$ cat src/rtl/adc_capture_pkg.sv
// Shared definitions for the multi-channel serial-ADC capture engine:
// register map, control/status bit positions, FSM states and DATA word layout.
package adc_capture_pkg;

  localparam logic [4:0] AddrCtrl   = 5'h00;
  localparam logic [4:0] AddrCount  = 5'h04;
  localparam logic [4:0] AddrStatus = 5'h08;
  localparam logic [4:0] AddrData   = 5'h0C;

  localparam int unsigned CtrlStart = 0;
  localparam int unsigned CtrlCont  = 1;
  localparam int unsigned CtrlFlush = 2;
  localparam int unsigned CtrlIrqEn = 3;
  localparam int unsigned CtrlAbort = 4;

  localparam int unsigned StatBusy  = 0;
  localparam int unsigned StatFull  = 1;
  localparam int unsigned StatEmpty = 2;
  localparam int unsigned StatOvf   = 3;
  localparam int unsigned StatDone  = 4;

  localparam int unsigned DataFrameLsb = 24;
  localparam int unsigned DataChLsb    = 16;

  typedef enum logic [2:0] {
    StIdle,
    StSetup,
    StShift,
    StPush,
    StQuiet
  } state_e;

  function automatic logic [31:0] pack_data(input logic [7:0]  frame,
                                            input logic [7:0]  ch,
                                            input logic [15:0] sample);
    return {frame, ch, sample};
  endfunction

endpackage

$ cat src/rtl/adc_capture_fifo.sv
// Synchronous sample FIFO with level, flush and a drop indication for pushes
// that find no free slot.
module adc_capture_fifo #(
  parameter int unsigned DEPTH = 64,
  parameter int unsigned WIDTH = 32
) (
  input  logic                     clk_i,
  input  logic                     rst_ni,
  input  logic                     push_i,
  input  logic                     pop_i,
  input  logic                     flush_i,
  input  logic [WIDTH-1:0]         wdata_i,
  output logic [WIDTH-1:0]         rdata_o,
  output logic                     full_o,
  output logic                     empty_o,
  output logic                     drop_o,
  output logic [$clog2(DEPTH):0]   level_o
);

  localparam int unsigned AW = $clog2(DEPTH);

  logic [WIDTH-1:0] mem_q [DEPTH];
  logic [AW-1:0]    wptr_q, rptr_q;
  logic [AW:0]      level_q;
  logic             do_push, do_pop;

  assign full_o  = (level_q == (AW+1)'(DEPTH));
  assign empty_o = (level_q == '0);
  assign do_pop  = pop_i & ~empty_o & ~flush_i;
  // A pop in the same cycle frees the slot, so a full FIFO can still accept.
  assign do_push = push_i & ~flush_i & (~full_o | do_pop);
  assign drop_o  = push_i & ~flush_i & full_o & ~do_pop;
  assign rdata_o = mem_q[rptr_q];
  assign level_o = level_q;

  always_ff @(posedge clk_i or negedge rst_ni) begin
    if (!rst_ni) begin
      wptr_q  <= '0;
      rptr_q  <= '0;
      level_q <= '0;
    end else if (flush_i) begin
      wptr_q  <= '0;
      rptr_q  <= '0;
      level_q <= '0;
    end else begin
      if (do_push) wptr_q <= wptr_q + 1'b1;
      if (do_pop)  rptr_q <= rptr_q + 1'b1;
      level_q <= level_q + (AW+1)'(do_push) - (AW+1)'(do_pop);
    end
  end

  always_ff @(posedge clk_i) begin
    if (do_push) mem_q[wptr_q] <= wdata_i;
  end

endmodule

$ cat src/rtl/adc_capture_mc.sv
// Multi-channel serial-ADC capture engine: shared CS_N/SCLK frame sequencer,
// per-channel shift registers, sample FIFO and APB3 register interface.
module adc_capture_mc
  import adc_capture_pkg::*;
#(
  parameter int unsigned NUM_CH     = 2,
  parameter int unsigned SAMPLE_W   = 12,
  parameter int unsigned FRAME_BITS = 16,
  parameter int unsigned LEAD_BITS  = 4,
  parameter int unsigned CLK_DIV    = 2,
  parameter int unsigned FIFO_DEPTH = 64
) (
  input  logic              PCLK,
  input  logic              PRESETN,
  input  logic              PSEL,
  input  logic              PENABLE,
  input  logic              PWRITE,
  input  logic [4:0]        PADDR,
  input  logic [31:0]       PWDATA,
  output logic [31:0]       PRDATA,
  output logic              PREADY,
  output logic              PSLVERR,
  input  logic [NUM_CH-1:0] adc_din,
  output logic              adc_cs_n,
  output logic              adc_sclk,
  output logic              irq,
  output logic              tp_conv_complete,
  output logic              fifo_full,
  output logic              fifo_empty
);

  localparam int unsigned DivW   = $clog2(2 * CLK_DIV + 1);
  localparam int unsigned BitW   = $clog2(FRAME_BITS + 1);
  localparam int unsigned ChW    = $clog2(NUM_CH + 1);
  localparam int unsigned FifoAw = $clog2(FIFO_DEPTH);

  state_e              state_q;
  logic [DivW-1:0]     div_q;
  logic [BitW-1:0]     bit_q;
  logic [ChW-1:0]      ch_q;
  logic [15:0]         frames_q, count_q;
  logic [7:0]          frame_idx_q, ovf_cnt_q;
  logic [FRAME_BITS-1:0] sr_q [NUM_CH];
  logic cs_n_q, sclk_q, tp_q, cont_q, irq_en_q, ovf_q, done_q, irq_q, data_hit_q;
  logic [31:0] prdata_q, rd_data, push_word;
  logic [15:0] push_sample;
  logic [FifoAw:0] fifo_level;
  logic [31:0] fifo_rdata;
  logic apb_setup, apb_wr, apb_rd, wr_ctrl, wr_count, wr_status;
  logic start_p, flush_p, abort_p, pop, push_en, fifo_drop;
  logic busy, more, quiet_end, done_set;
  logic unused_pwdata, unused_sr;

  assign apb_setup = PSEL & ~PENABLE;
  assign apb_wr    = PSEL & PENABLE & PWRITE;
  assign apb_rd    = PSEL & PENABLE & ~PWRITE;
  assign wr_ctrl   = apb_wr && (PADDR == AddrCtrl);
  assign wr_count  = apb_wr && (PADDR == AddrCount);
  assign wr_status = apb_wr && (PADDR == AddrStatus);
  assign start_p   = wr_ctrl & PWDATA[CtrlStart];
  assign flush_p   = wr_ctrl & PWDATA[CtrlFlush];
  assign abort_p   = wr_ctrl & PWDATA[CtrlAbort];
  // Pop only if the setup phase actually returned a head word.
  assign pop       = apb_rd && (PADDR == AddrData) && data_hit_q;

  assign busy      = (state_q != StIdle);
  assign more      = cont_q | (frames_q != '0);
  assign quiet_end = (div_q == DivW'(2 * CLK_DIV - 1));
  assign done_set  = (state_q == StQuiet) & quiet_end & ~more & ~abort_p;
  assign push_en   = (state_q == StPush);

  always_comb begin
    push_sample = '0;
    unused_sr   = 1'b0;
    for (int c = 0; c < NUM_CH; c++) begin
      if (ch_q == ChW'(c)) push_sample = 16'(sr_q[c][FRAME_BITS-1-LEAD_BITS -: SAMPLE_W]);
      unused_sr = unused_sr ^ (^sr_q[c]);
    end
  end
  assign push_word     = pack_data(frame_idx_q, 8'(ch_q), push_sample);
  assign unused_pwdata = ^PWDATA[31:16];

  adc_capture_fifo #(
    .DEPTH (FIFO_DEPTH),
    .WIDTH (32)
  ) u_fifo (
    .clk_i   (PCLK),
    .rst_ni  (PRESETN),
    .push_i  (push_en),
    .pop_i   (pop),
    .flush_i (flush_p),
    .wdata_i (push_word),
    .rdata_o (fifo_rdata),
    .full_o  (fifo_full),
    .empty_o (fifo_empty),
    .drop_o  (fifo_drop),
    .level_o (fifo_level)
  );

  always_ff @(posedge PCLK or negedge PRESETN) begin
    if (!PRESETN) begin
      state_q     <= StIdle;
      div_q       <= '0;
      bit_q       <= '0;
      ch_q        <= '0;
      frames_q    <= '0;
      frame_idx_q <= '0;
      cs_n_q      <= 1'b1;
      sclk_q      <= 1'b1;
      tp_q        <= 1'b0;
      for (int c = 0; c < NUM_CH; c++) sr_q[c] <= '0;
    end else begin
      tp_q <= 1'b0;
      if (abort_p) begin
        state_q <= StIdle;
        cs_n_q  <= 1'b1;
        sclk_q  <= 1'b1;
        div_q   <= '0;
      end else begin
        case (state_q)
          StIdle: begin
            if (start_p && ((count_q != '0) || PWDATA[CtrlCont])) begin
              frames_q    <= count_q;
              frame_idx_q <= '0;
              div_q       <= '0;
              cs_n_q      <= 1'b0;
              sclk_q      <= 1'b1;
              state_q     <= StSetup;
            end
          end
          StSetup: begin
            if (div_q == DivW'(CLK_DIV - 1)) begin
              div_q   <= '0;
              bit_q   <= '0;
              sclk_q  <= 1'b0;
              state_q <= StShift;
            end else begin
              div_q <= div_q + 1'b1;
            end
          end
          StShift: begin
            if (div_q == DivW'(CLK_DIV - 1)) begin
              div_q <= '0;
              if (!sclk_q) begin
                sclk_q <= 1'b1;
                for (int c = 0; c < NUM_CH; c++) sr_q[c] <= {sr_q[c][FRAME_BITS-2:0], adc_din[c]};
              end else if (bit_q == BitW'(FRAME_BITS - 1)) begin
                ch_q    <= '0;
                tp_q    <= 1'b1;
                state_q <= StPush;
              end else begin
                sclk_q <= 1'b0;
                bit_q  <= bit_q + 1'b1;
              end
            end else begin
              div_q <= div_q + 1'b1;
            end
          end
          StPush: begin
            if (ch_q == ChW'(NUM_CH - 1)) begin
              div_q       <= '0;
              cs_n_q      <= 1'b1;
              frames_q    <= (frames_q != '0) ? frames_q - 1'b1 : frames_q;
              frame_idx_q <= frame_idx_q + 1'b1;
              state_q     <= StQuiet;
            end else begin
              ch_q <= ch_q + 1'b1;
            end
          end
          StQuiet: begin
            if (quiet_end) begin
              div_q <= '0;
              if (more) begin
                cs_n_q  <= 1'b0;
                state_q <= StSetup;
              end else begin
                state_q <= StIdle;
              end
            end else begin
              div_q <= div_q + 1'b1;
            end
          end
          default: state_q <= StIdle;
        endcase
      end
    end
  end

  always_ff @(posedge PCLK or negedge PRESETN) begin
    if (!PRESETN) begin
      cont_q     <= 1'b0;
      irq_en_q   <= 1'b0;
      count_q    <= '0;
      ovf_q      <= 1'b0;
      ovf_cnt_q  <= '0;
      done_q     <= 1'b0;
      irq_q      <= 1'b0;
      prdata_q   <= '0;
      data_hit_q <= 1'b0;
    end else begin
      if (wr_ctrl) begin
        cont_q   <= PWDATA[CtrlCont];
        irq_en_q <= PWDATA[CtrlIrqEn];
      end
      if (wr_count) count_q <= PWDATA[15:0];
      if (wr_status && PWDATA[StatOvf]) begin
        ovf_q     <= 1'b0;
        ovf_cnt_q <= '0;
      end
      if (fifo_drop) begin
        ovf_q     <= 1'b1;
        ovf_cnt_q <= (ovf_cnt_q != 8'hFF) ? ovf_cnt_q + 1'b1 : ovf_cnt_q;
      end
      if (wr_status && PWDATA[StatDone]) done_q <= 1'b0;
      if (done_set) done_q <= 1'b1;
      irq_q <= irq_en_q & (done_q | ovf_q);
      if (apb_setup) begin
        prdata_q   <= rd_data;
        data_hit_q <= (PADDR == AddrData) && !fifo_empty;
      end
    end
  end

  always_comb begin
    rd_data = '0;
    case (PADDR)
      AddrCtrl: begin
        rd_data[CtrlCont]  = cont_q;
        rd_data[CtrlIrqEn] = irq_en_q;
      end
      AddrCount: rd_data[15:0] = count_q;
      AddrStatus: begin
        rd_data[StatBusy]  = busy;
        rd_data[StatFull]  = fifo_full;
        rd_data[StatEmpty] = fifo_empty;
        rd_data[StatOvf]   = ovf_q;
        rd_data[StatDone]  = done_q;
        rd_data[15:8]      = ovf_cnt_q;
        rd_data[31:16]     = 16'(fifo_level);
      end
      AddrData: rd_data = fifo_empty ? 32'h0 : fifo_rdata;
      default: rd_data = '0;
    endcase
  end

  assign PRDATA           = prdata_q;
  assign PREADY           = 1'b1;
  assign PSLVERR          = 1'b0;
  assign adc_cs_n         = cs_n_q;
  assign adc_sclk         = sclk_q;
  assign irq              = irq_q;
  assign tp_conv_complete = tp_q;

endmodule

$ cat config.mk
export PLATFORM = sky130hd
export DESIGN_NAME = adc_capture_mc
export DESIGN_NICKNAME = d
export VERILOG_FILES = /design/src/rtl/adc_capture_pkg.sv /design/src/rtl/adc_capture_fifo.sv /design/src/rtl/adc_capture_mc.sv
export SDC_FILE = /design/constraint.sdc
export NUM_CORES = 2
export LEC_CHECK = 0
export ABC_AREA = 1
export CAP_MARGIN = 20
export CORE_MARGIN = 10
export CORE_UTILIZATION = 57
export CTS_CLUSTER_SIZE = 20
export DETAILED_ROUTE_END_ITERATION = 8
export PLACE_DENSITY_LB_ADDON = 0.1
export SLEW_MARGIN = 20
export SYNTH_ARGS = -nofsm -noshare
export SYNTH_HDL_FRONTEND = slang
export SYNTH_SLANG_ARGS = --single-unit
$ cat constraint.sdc
create_clock -name PCLK -period 4.63 [get_ports PCLK]
set_clock_uncertainty 0.2 [all_clocks]
set_input_delay 0.926 -clock PCLK [delete_from_list [all_inputs] [get_ports PCLK]]
set_output_delay 0.926 -clock PCLK [all_outputs]
set_load 0.05 [all_outputs]
==> out/metrics.yaml <==
synth.distinct_cells: 54
drtAntennaViolNets: 0
synthFlopType: "edfxtp_1"
antenna_found_initial: 2
clkTransAtPathRegs_ns: 0.06
overflow: 0
post_synth_inst_count: 6015
clkPwrFrac_pct: 36.6
clockBufferDepth: 3
detail_route.first_pass.iterations: 6
die_width_um: 361
final_util_pct: 64.2
synth.avg_cell_area_sq_um: 11.0
final_cells: 7738
detail_route.wirelength_um: 170000
number_of_global_route_vias_before_repair: 41200
timing_max_transition_violations_final: 0
worst_slack_ns: 0.744
timing.critical_path.arrival_ns: 2.76
slew-limit-headroom_pct: 29.1
routabilityCongestion: 0.896
yosysWarningCount: 0
leakagePower_uw: 0.0291
sw_frac_of_total_pct: 28.0
outcome: "finished clean"
share_comb_of_total_power_pct: 15.8
pin_count: 84
p_seq_share_pct: 47.7
seq_area_frac_synth_pct: 69.2
tritoncts_num_sinks: 1552
area_of_combinational_cells_with_multiple_inputs_sq_um: 16600
critPathMaxFanout: 4
cp-start-kind: "flop"
grt_setup_unrepaired: "false"
worstSkewPairLatency_ns: 0.76
post-synth-top-area-cell: "edfxtp_1"
design.final.nets: 6146
worst_pin_slew_ns: 1.06
hold_class: "in -> async"
root_buffer: "clkbuf_16"
required_time_of_the_critical_path_ns: 3.50
pre_cts_slack_ns: 0.376
portBuffers: 64
htree_levels: 4
fraction_of_final_layout_cells_sized_beyond_drive_strength_1_pct: 10.0
dr.first_iter.drc_count: 5415
cts-resized-gates: 0
fin_hold_ws_ns: 0.0663
dpl.cell_count: 7444
tritoncts.num_buffers: 157
fraction_of_synthesis_flops_using_an_asynchronous_set_or_reset_pin_pct: 9.28
setup-tns-final_ns: 0
vias_per_cell: 5.68
final-setup-viol-count: 0
fp.dieArea_sq_um: 130000
synth_top_area_share_pct: 63.7
post-route-min-period_ns: 3.89
grt_max_degree: 185
syn-cell-area_sq_um: 66400
register_area_sq_um: 45900
net-switching-power_uw: 9590
synth_enable_flop_cells: 1408
finalCritPeriodShare_pct: 83.9
global_route_wire_length_before_repair_um: 255000
vdd_drop_max_mv: 0.790
pwr_density_cell_nw_per_um2: 461
yosys-top-cells-area: "edfxtp_1, nand2_1, nand3_1"
floorplan.die.height_um: 361
gr-usage-all-layers_pct: 25.5
fp-row-count: 125
cap_viol_max_count: 0
tritoncts: "done"
worstSetupEndpointType: "output port"
core_region_area_sq_um: 116000
holdBufCountCts: 0
postSynthRegisterBits: 1552
areaGrowthSynthToFinish_pct: 12.1
class_of_the_most_critical_setup_path: "reg -> out"
initial_standard_cell_utilization_of_the_core_pct: 57.3
cts_setup_buffers: 0
clock.fmax_mhz: 257
fillers: 8888
detailroute.via_count: 44000
hpwl_um: 99200
power_report.internal_total_uw: 24700
drt-wirelength-per-cell_um: 22.0
finalHoldViolations: 0
drc_errors: 0
==> metrics by stage <==
stage | cell area [sq um] | total power (uW)
after floorplan | 66400 | 19900
after global placement | 69200 | 21800
after detailed placement | 69300 | 22000
after CTS | 74400 | 34300
after global routing | 74400 | 35500
final | 74400 | 34200
==> worst max-delay path, cell delays in order (launching register included) <==
cell and delay [ns]:
dfrtp_1 0.39, inv_1 0.11, ha_1 0.15, nand3_1 0.10, nor3_2 0.32, clkdlybuf4s50_1 0.92
==> synthesized netlist by cell type (all sizes together), types with 3 or more instances <==
cell,instances
edfxtp,1408
a21oi,37
nand3,787
o21a,3
clkbuf,127
mux2,6
a31oi,5
buf,210
inv,644
nor2,527
dfrtp,142
or2,132
o22ai,36
xor2,12
nor3,13
xnor2,4
nand4,13
nand2,1307
nor4,4
o21ai,354
o211ai,201
ha,22
==> state kept, by name (all words and copies together) (netlist names), 2 cells and up <==
register and cells:
div_q 3, count_q 16, ch_q 2, bit_q 5, PRDATA 31, sr_q 24, u_fifo.rptr_q 6, frame_idx_q 8
u_fifo.mem_q 1408, u_fifo.level_o 7, u_fifo.wptr_q 6, ovf_cnt_q 8, state_q 3, frames_q 16
==> power groups by stage <==
stage          logic (uW)  registers [uW]  clock network (uW)
5_1_grt              5900           16400               13200
6_report             5400           16300               12500
2_1_floorplan        3220           16700                   0
3_5_place_dp         5340           16600                   0
4_1_cts              5360           16300               12700
3_3_place_gp         5240           16600                   0
==> cells in the final DEF (no fill, tap or decap), drive strengths merged, types with 13 or more instances in the layout <==
cell type      synthesis  final
nand3                787    787
nor3                  13     13
dfrtp                142    142
a21oi                 37     37
o211ai               201    201
inv                  644    650
o22ai                 36     36
bufinv                 0     13
nand4                 13     13
buf                  210    178
or2                  132    132
clkinv                 2     71
edfxtp              1408   1408
o21ai                354    354
ha                    22     22
nand2               1307   1307
clkdlybuf4s50          0     63
clkbuf               127    202
nor2                 527    527
==> layout make-up <==
| cell class | count | area share, % |
|---|---|---|
| Antenna cell | 1 | 0.00337 |
| Tap cell | 1524 | 2.56 |
| Timing Repair Buffer | 241 | 3.22 |
| Sequential cell | 1552 | 61.8 |
| Clock inverter | 91 | 1.15 |
| Inverter | 646 | 3.30 |
| Clock buffer | 202 | 5.69 |
| Multi-Input combinational cell | 3481 | 22.3 |
==> logic make-up (layout without fill, tap and decap cells) <==
family                   count (synthesis)  count (layout)  synth area share [%]
flip-flops                            1552            1552                  69.2
multiplexers                             6               6                 0.102
XOR/XNOR                                16              16                 0.211
adder cells (fa/ha/maj)                 23              23                 0.445
buffers and inverters                  983            1180                  6.33
AND/OR/NAND/NOR                       2785            2785                  18.0
AO/OA/AOI/OAI                          648             648                  5.79
other                                    2               4                0.0113
==> worst paths after layout <==
check	from	endpoint	slack, ns	cells after the start
max	u_fifo.level_o[3]	fifo_full	0.74	5
min	PRESETN	PRDATA[31]	0.07	1
max reg2reg	u_fifo.rptr_q[0]	PRDATA[29]	1.20	10
min reg2reg	PRDATA[27]	PRDATA[27]	0.28	2
max in group asynchronous	PRESETN	u_fifo.rptr_q[3]	3.21	2
min in group PCLK	PRDATA[27]	PRDATA[27]	0.28	2
==> layer usage <==
| layer | vias to the layer above | wire length [um] | GRT usage [%] |
|---|---|---|---|
| met2 | 1667 | 78600 | 39.6 |
| met5 | - | 13 | 0 |
| met4 | 2 | 6100 | 9.62 |
| li1 | 20600 | - | - |
| met1 | 21400 | 72100 | 36.7 |
| met3 | 280 | 13200 | 3.60 |
No activity file was read; power rests on OpenSTA's default activity.
